[src/rtl/uart_axis_cfg.sv]
// UART with AXI-Stream byte interfaces on both directions; frame format fixed by parameters.
// TX and RX run independently off a shared 16x oversample tick.
module uart_axis_cfg #(
  parameter int CLK_FREQ  = 1600000,
  parameter int BAUD      = 100000,
  parameter int DATA_BITS = 8,
  parameter int PARITY    = 0,
  parameter int STOP_BITS = 1
) (
  input  logic       clk_i,
  input  logic       rst_n_i,
  input  logic [7:0] s_axis_tdata_i,
  input  logic       s_axis_tvalid_i,
  output logic       s_axis_tready_o,
  output logic [7:0] m_axis_tdata_o,
  output logic       m_axis_tvalid_o,
  input  logic       m_axis_tready_i,
  input  logic       uart_rx_i,
  output logic       uart_tx_o,
  output logic       frame_err_o,
  output logic       parity_err_o,
  output logic       overrun_o
);

  localparam int DIV_RAW = CLK_FREQ / (BAUD * 16);
  localparam int DIV     = (DIV_RAW < 1) ? 1 : DIV_RAW;
  localparam int TW      = (DIV > 1) ? $clog2(DIV) : 1;
  localparam logic [TW-1:0] TICK_LAST = TW'(DIV - 1);
  localparam logic [7:0]    DATA_MASK = 8'((1 << DATA_BITS) - 1);
  localparam logic [2:0]    LAST_DATA = 3'(DATA_BITS - 1);
  localparam logic [2:0]    LAST_STOP = 3'(STOP_BITS - 1);
  localparam logic          ODD_PAR   = (PARITY == 1);

  logic [TW-1:0] tick_cnt_q, tick_cnt_d;
  logic          tick;
  logic [1:0]    sync_q, sync_d;
  logic          rx_s, rx_prev_q;

  always_comb begin
    tick       = (tick_cnt_q == TICK_LAST);
    tick_cnt_d = tick ? '0 : tick_cnt_q + TW'(1);
    sync_d     = {sync_q[0], uart_rx_i};
    rx_s       = sync_q[1];
  end

  always_ff @(posedge clk_i) begin
    if (!rst_n_i) begin
      tick_cnt_q <= '0;
      sync_q     <= 2'b11;
      rx_prev_q  <= 1'b1;
    end else begin
      tick_cnt_q <= tick_cnt_d;
      sync_q     <= sync_d;
      rx_prev_q  <= rx_s;
    end
  end

  // ---------------- transmitter ----------------
  typedef enum logic [2:0] {TX_IDLE, TX_START, TX_DATA, TX_PARITY, TX_STOP} tx_state_e;
  tx_state_e  tx_state_q;
  logic [3:0] tx_tick_q;
  logic [2:0] tx_bit_q;
  logic [7:0] tx_shift_q;
  logic       tx_par_q, tx_q, tready_q;
  logic       tx_bit_end;

  assign tx_bit_end = tick && (tx_tick_q == 4'd15);

  always_ff @(posedge clk_i) begin
    if (!rst_n_i) begin
      tx_state_q <= TX_IDLE;
      tx_tick_q  <= '0;
      tx_bit_q   <= '0;
      tx_shift_q <= '0;
      tx_par_q   <= 1'b0;
      tx_q       <= 1'b1;
      tready_q   <= 1'b0;
    end else begin
      if (tick) tx_tick_q <= tx_tick_q + 4'd1;
      case (tx_state_q)
        TX_IDLE: begin
          tready_q <= 1'b1;
          tx_q     <= 1'b1;
          if (tready_q && s_axis_tvalid_i) begin
            tx_shift_q <= s_axis_tdata_i & DATA_MASK;
            tx_par_q   <= (^(s_axis_tdata_i & DATA_MASK)) ^ ODD_PAR;
            tx_tick_q  <= '0;
            tready_q   <= 1'b0;
            tx_q       <= 1'b0;
            tx_state_q <= TX_START;
          end
        end
        TX_START: if (tx_bit_end) begin
          tx_state_q <= TX_DATA;
          tx_q       <= tx_shift_q[0];
          tx_bit_q   <= '0;
        end
        TX_DATA: if (tx_bit_end) begin
          if (tx_bit_q == LAST_DATA) begin
            tx_bit_q <= '0;
            if (PARITY != 0) begin
              tx_state_q <= TX_PARITY;
              tx_q       <= tx_par_q;
            end else begin
              tx_state_q <= TX_STOP;
              tx_q       <= 1'b1;
            end
          end else begin
            tx_bit_q   <= tx_bit_q + 3'd1;
            tx_shift_q <= tx_shift_q >> 1;
            tx_q       <= tx_shift_q[1];
          end
        end
        TX_PARITY: if (tx_bit_end) begin
          tx_state_q <= TX_STOP;
          tx_q       <= 1'b1;
          tx_bit_q   <= '0;
        end
        TX_STOP: if (tx_bit_end) begin
          if (tx_bit_q == LAST_STOP) begin
            tx_state_q <= TX_IDLE;
            tready_q   <= 1'b1;
          end else begin
            tx_bit_q <= tx_bit_q + 3'd1;
          end
        end
        default: tx_state_q <= TX_IDLE;
      endcase
    end
  end

  assign uart_tx_o       = tx_q;
  assign s_axis_tready_o = tready_q;

  // ---------------- receiver ----------------
  typedef enum logic [2:0] {RX_IDLE, RX_START, RX_DATA, RX_PARITY, RX_STOP, RX_WAIT_HIGH} rx_state_e;
  rx_state_e  rx_state_q;
  logic [3:0] rx_tick_q;
  logic [2:0] rx_bit_q;
  logic [7:0] rx_data_q;
  logic       rx_par_q, rx_perr_q, rx_done_q, frame_err_q, parity_err_q;
  logic       rx_sample;

  assign rx_sample = tick && (rx_tick_q == 4'd15);

  always_ff @(posedge clk_i) begin
    if (!rst_n_i) begin
      rx_state_q   <= RX_IDLE;
      rx_tick_q    <= '0;
      rx_bit_q     <= '0;
      rx_data_q    <= '0;
      rx_par_q     <= 1'b0;
      rx_perr_q    <= 1'b0;
      rx_done_q    <= 1'b0;
      frame_err_q  <= 1'b0;
      parity_err_q <= 1'b0;
    end else begin
      rx_done_q    <= 1'b0;
      frame_err_q  <= 1'b0;
      parity_err_q <= 1'b0;
      if (tick) rx_tick_q <= rx_tick_q + 4'd1;
      case (rx_state_q)
        RX_IDLE: if (rx_prev_q && !rx_s) begin
          rx_state_q <= RX_START;
          rx_tick_q  <= '0;
        end
        // Half a bit in: still low means a real start bit, otherwise a glitch.
        RX_START: if (tick && (rx_tick_q == 4'd7)) begin
          if (!rx_s) begin
            rx_state_q <= RX_DATA;
            rx_tick_q  <= '0;
            rx_bit_q   <= '0;
            rx_data_q  <= '0;
            rx_par_q   <= 1'b0;
            rx_perr_q  <= 1'b0;
          end else begin
            rx_state_q <= RX_IDLE;
          end
        end
        RX_DATA: if (rx_sample) begin
          rx_data_q[rx_bit_q] <= rx_s;
          rx_par_q            <= rx_par_q ^ rx_s;
          if (rx_bit_q == LAST_DATA) rx_state_q <= (PARITY != 0) ? RX_PARITY : RX_STOP;
          else                       rx_bit_q   <= rx_bit_q + 3'd1;
        end
        RX_PARITY: if (rx_sample) begin
          rx_perr_q  <= ((rx_par_q ^ rx_s) != ODD_PAR);
          rx_state_q <= RX_STOP;
        end
        RX_STOP: if (rx_sample) begin
          if (!rx_s) begin
            frame_err_q <= 1'b1;
            rx_state_q  <= RX_WAIT_HIGH;
          end else begin
            if (rx_perr_q) parity_err_q <= 1'b1;
            else           rx_done_q    <= 1'b1;
            rx_state_q <= RX_IDLE;
          end
        end
        RX_WAIT_HIGH: if (rx_s) rx_state_q <= RX_IDLE;
        default: rx_state_q <= RX_IDLE;
      endcase
    end
  end

  // Output holding register; a completed frame is dropped if the old byte is still stalled.
  logic [7:0] m_data_q;
  logic       m_valid_q, overrun_q;

  always_ff @(posedge clk_i) begin
    if (!rst_n_i) begin
      m_data_q  <= '0;
      m_valid_q <= 1'b0;
      overrun_q <= 1'b0;
    end else begin
      overrun_q <= 1'b0;
      if (m_valid_q && m_axis_tready_i) m_valid_q <= 1'b0;
      if (rx_done_q) begin
        if (m_valid_q && !m_axis_tready_i) begin
          overrun_q <= 1'b1;
        end else begin
          m_valid_q <= 1'b1;
          m_data_q  <= rx_data_q;
        end
      end
    end
  end

  assign m_axis_tdata_o  = m_data_q;
  assign m_axis_tvalid_o = m_valid_q;
  assign frame_err_o     = frame_err_q;
  assign parity_err_o    = parity_err_q;
  assign overrun_o       = overrun_q;

endmodule
[config.mk]
export PLATFORM = sky130hd
export DESIGN_NAME = uart_axis_cfg
export DESIGN_NICKNAME = d
export VERILOG_FILES = /design/src/rtl/uart_axis_cfg.sv
export SDC_FILE = /design/constraint.sdc
export NUM_CORES = 1
export LEC_CHECK = 0
export ABC_CLOCK_PERIOD_IN_PS = 1700
export CAP_MARGIN = 20
export CORE_MARGIN = 2
export CORE_UTILIZATION = 56
export CTS_CLUSTER_DIAMETER = 40
export CTS_CLUSTER_SIZE = 28
export DETAILED_ROUTE_END_ITERATION = 10
export PLACE_DENSITY = 0.88
export SYNTH_ARGS = -nofsm -noshare
export SYNTH_HDL_FRONTEND = slang
export SYNTH_SLANG_ARGS = --single-unit
[constraint.sdc]
create_clock -name clk_i -period 1.7 [get_ports clk_i]
set_input_delay 0.255 -clock clk_i [delete_from_list [all_inputs] [get_ports clk_i]]
set_output_delay 0.255 -clock clk_i [all_outputs]
set_load 0.01 [all_outputs]
==> flow_summary.yaml <==
sta:
  post-route-period-util: 1.00
  fin_ws_ns: -0.00449
  final-setup-viol-count: 1
  timing.fmax_mhz: 587
  rsz0062_at_grt: "true"
  finalMaxSlewViolations: 0
  min_period_ns: 1.70
  hold_viol: 0
  finalClockSkew_ns: 0.0109
power_and_ir_drop:
  finalPower_mw: 2.85
  p_per_area_nw_per_um2: 825
  power_leakage_nw: 1.40
  irDropWorstVdd_uv: 530
grt:
  grt_max_degree: 22
  globalRouteTotalUtil: 0.220
  grt_pass1_wl_um: 9280
  grt_pass1_vias: 2207
  antenna_found_initial: 0
  grt-ovfl-total: 0
logic_synthesis:
  synth_area_per_cell_um2: 9.12
  ys_warn_count: 0
  yosys-top-cells-area: "dfxtp_1, mux2i_1, nor2b_1"
  synth_seq_cells: 57
  yosysTopAreaCell: "dfxtp_1"
  ys_async_sr_fraction: 0
  synth.yosys.seq_area_share: 0.421
  syn_inst: 297
  yosysMostFrequentCell: "dfxtp_1"
  synthFlopType: "dfxtp_1"
  syn-cell-area_um2: 2710
  synth-edff-count: 0
  ys_types: 48
  netlist_top_cells_count: "dfxtp_1, nor2b_1, nor2_1"
  syn-num-nets: 317
  synth_top_cell_area_share: 0.421
floorplanning:
  num_rows: 25
  initial_core_util: 0.578
  dieHeight_um: 73.6
  io_pins: 27
  dieArea_um2: 5410
  die_w_um: 73.6
  coreArea_um2: 4690
route:
  drcViolationCount: 0
  routed-wl-met2_um: 2880
  wl_per_cell_um: 14.0
  ant_nets: 0
  dr.pass1.iters: 4
  totalWireLength_um: 5680
  viasPerCell: 5.52
  vias: 2236
  drt_iter0_drc: 70
  wl_met1_um: 2490
  wl_met3_um: 201
  routed.top_layer: "met4"
worst_setup_path:
  reg2reg_from: "rx_tick_q[1]$_SDFF_PN0_"
  cpMaxStageDelayCell: "or3_4"
  r2r_cells: 6
  end_kind: "register"
  crit_required_ns: 1.98
  critical_path_class: "reg2reg"
  crit_path_max_fanout: 4
  startpoint_type: "register"
  rr_endpoint: "rx_perr_q$_SDFFE_PN0P_"
  cp_slowest_stage_delay_ns: 0.43
  regToRegSetupSlack_ns: -0.004
  path_cells: "ha_4 > nand3b_1 > or3_4 > a21oi_2 > mux2i_1 > and2_1"
  cp.arrival_ns: 1.98
min_path:
  min_from: "sync_q[0]$_SDFF_PN1_"
  hp-class: "reg2reg"
  hold_depth: 1
  min_delay_worst_endpoint: "sync_q[1]$_SDFF_PN1_"
run_status:
  violations: "negative setup slack"
  status: "complete, but fails checks"
cells_and_area:
  post-route-util: 0.737
  finalNetCount: 366
  drive_gt1_frac: 0.222
  syn_to_final_growth_pct: 27.6
  n_antenna_cell: 0
clock_tree:
  cts_buffers: 9
  cts_sinks: 57
  cts_tree: "yes"
  clkTransAtPathRegs_ns: 0.06
  clockBufferDepth: 2
  cts_root_buf: "clkbuf_8"
  insertion_delay_ns: 0.34
  htreeDepth: 3
place:
  portBuffers: 26
  dpl_worst_slack_ns: -0.121
  place_congestion: 0.888
  dp_hpwl_um: 3930
run:
  cap_violations: 0
[power by group]
| part | total, mW | internal [mW] | leakage (nW) | switching [mW] |
|---|---|---|---|---|
| clock | 1.06 | 0.517 | 0.0818 | 0.539 |
| sequential | 1.43 | 1.38 | 0.464 | 0.0434 |
| combinational | 0.371 | 0.186 | 0.856 | 0.185 |
| total | 2.85 | 2.08 | 1.40 | 0.767 |
[final cells by class]
| type | count | area (um^2) |
|---|---|---|
| clock buffer | 10 | 128 |
| clock inverter | 6 | 35.0 |
| fill | 337 | 1230 |
| inverter | 5 | 18.8 |
| multi-input combinational | 218 | 1570 |
| sequential | 57 | 1150 |
| tap | 54 | 67.6 |
| timing repair buffer | 55 | 490 |
[logic make-up (layout without fill, tap and decap cells)]
logic type,Yosys count,in the layout,synth area share
compound gates,49,49,0.111
xor+xnor,7,7,0.0226
fa+ha+maj,7,7,0.0323
buf+inv,22,76,0.0397
flops,57,57,0.421
mux,30,30,0.114
other cells,1,1,0.00138
simple gates,124,124,0.258
[worst max path at each step]
stage,start,slack [ns],cells past startpoint,end
3_3_place_gp,rst_n_i,-0.07,4,rx_data_q[4]$_SDFFE_PN0P_
6_report,rx_tick_q[1]$_SDFF_PN0_,-0.004,6,rx_perr_q$_SDFFE_PN0P_
5_1_grt,rx_tick_q[0]$_SDFF_PN0_,-0.12,6,rx_state_q[2]$_SDFFE_PN0P_
4_1_cts,rx_tick_q[0]$_SDFF_PN0_,0.0002,6,rx_perr_q$_SDFFE_PN0P_
2_1_floorplan,tx_state_q[2]$_SDFFE_PN0P_,0.13,7,tx_shift_q[0]$_SDFFE_PN0P_
3_5_place_dp,rx_tick_q[0]$_SDFF_PN0_,-0.12,6,rx_data_q[4]$_SDFFE_PN0P_
[cells in the final DEF, fill, tap and decap left out, types with 7 or more instances in the layout]
master and count:
nor2b_1 31, clkdlybuf4s50_1 26, nand2_1 18, clkbuf_8 9, o21ai_0 15, a21oi_1 10, buf_4 28, mux2_2 7
mux2i_1 23, dfxtp_1 52, nand2b_1 13, nor2_1 24
[metal layers]
layer	up-vias	global-route usage
li1	1122	-
met1	1056	0.254
met2	46	0.384
met3	12	0.0398
met4	0	0.119
met5	-	0
[critical path: cells and delay by family, from the launching register on]
kind / cells / cell delay [ns]
adders and majority gates: 1 / 0.15
AOI/OAI and AO/OA: 1 / 0.14
DFF: 1 / 0.35
muxes: 1 / 0.18
and+or+nand+nor: 3 / 0.83
[metrics by stage]
step                hold WS, ns  setup TNS (ns)  area [um^2]  std cells
floorplan                 0.356               0         2710        297
CTS                       0.424               0         3350        404
detailed placement        0.401          -0.715         3170        388
global placement          0.406          -0.328         3170        388
global route              0.443          -0.935         3460        405
finish                    0.423        -0.00449         3460        405
[registers in the layout, indices dropped and copies added, names as in the netlist, 2 cells and up]
register        count
tx_shift_q          8
rx_state_q          3
rx_data_q           8
sync_q              2
tx_bit_q            3
tx_state_q          3
tx_tick_q           4
m_axis_tdata_o      8
rx_bit_q            3
rx_tick_q           4
[timing repair]
| action | CTS | global route |
|---|---|---|
| hold endpoints to repair | 0 | 0 |
| pin swaps | 0 | 14 |
| setup endpoints to repair | 12 | 25 |
| buffers inserted | 0 | 1 |
| hold buffers | 0 | 0 |
| gates resized for setup | 4 | 27 |
| gates cloned | 0 | 0 |
Note: power is estimated with default switching activity, not from simulation.
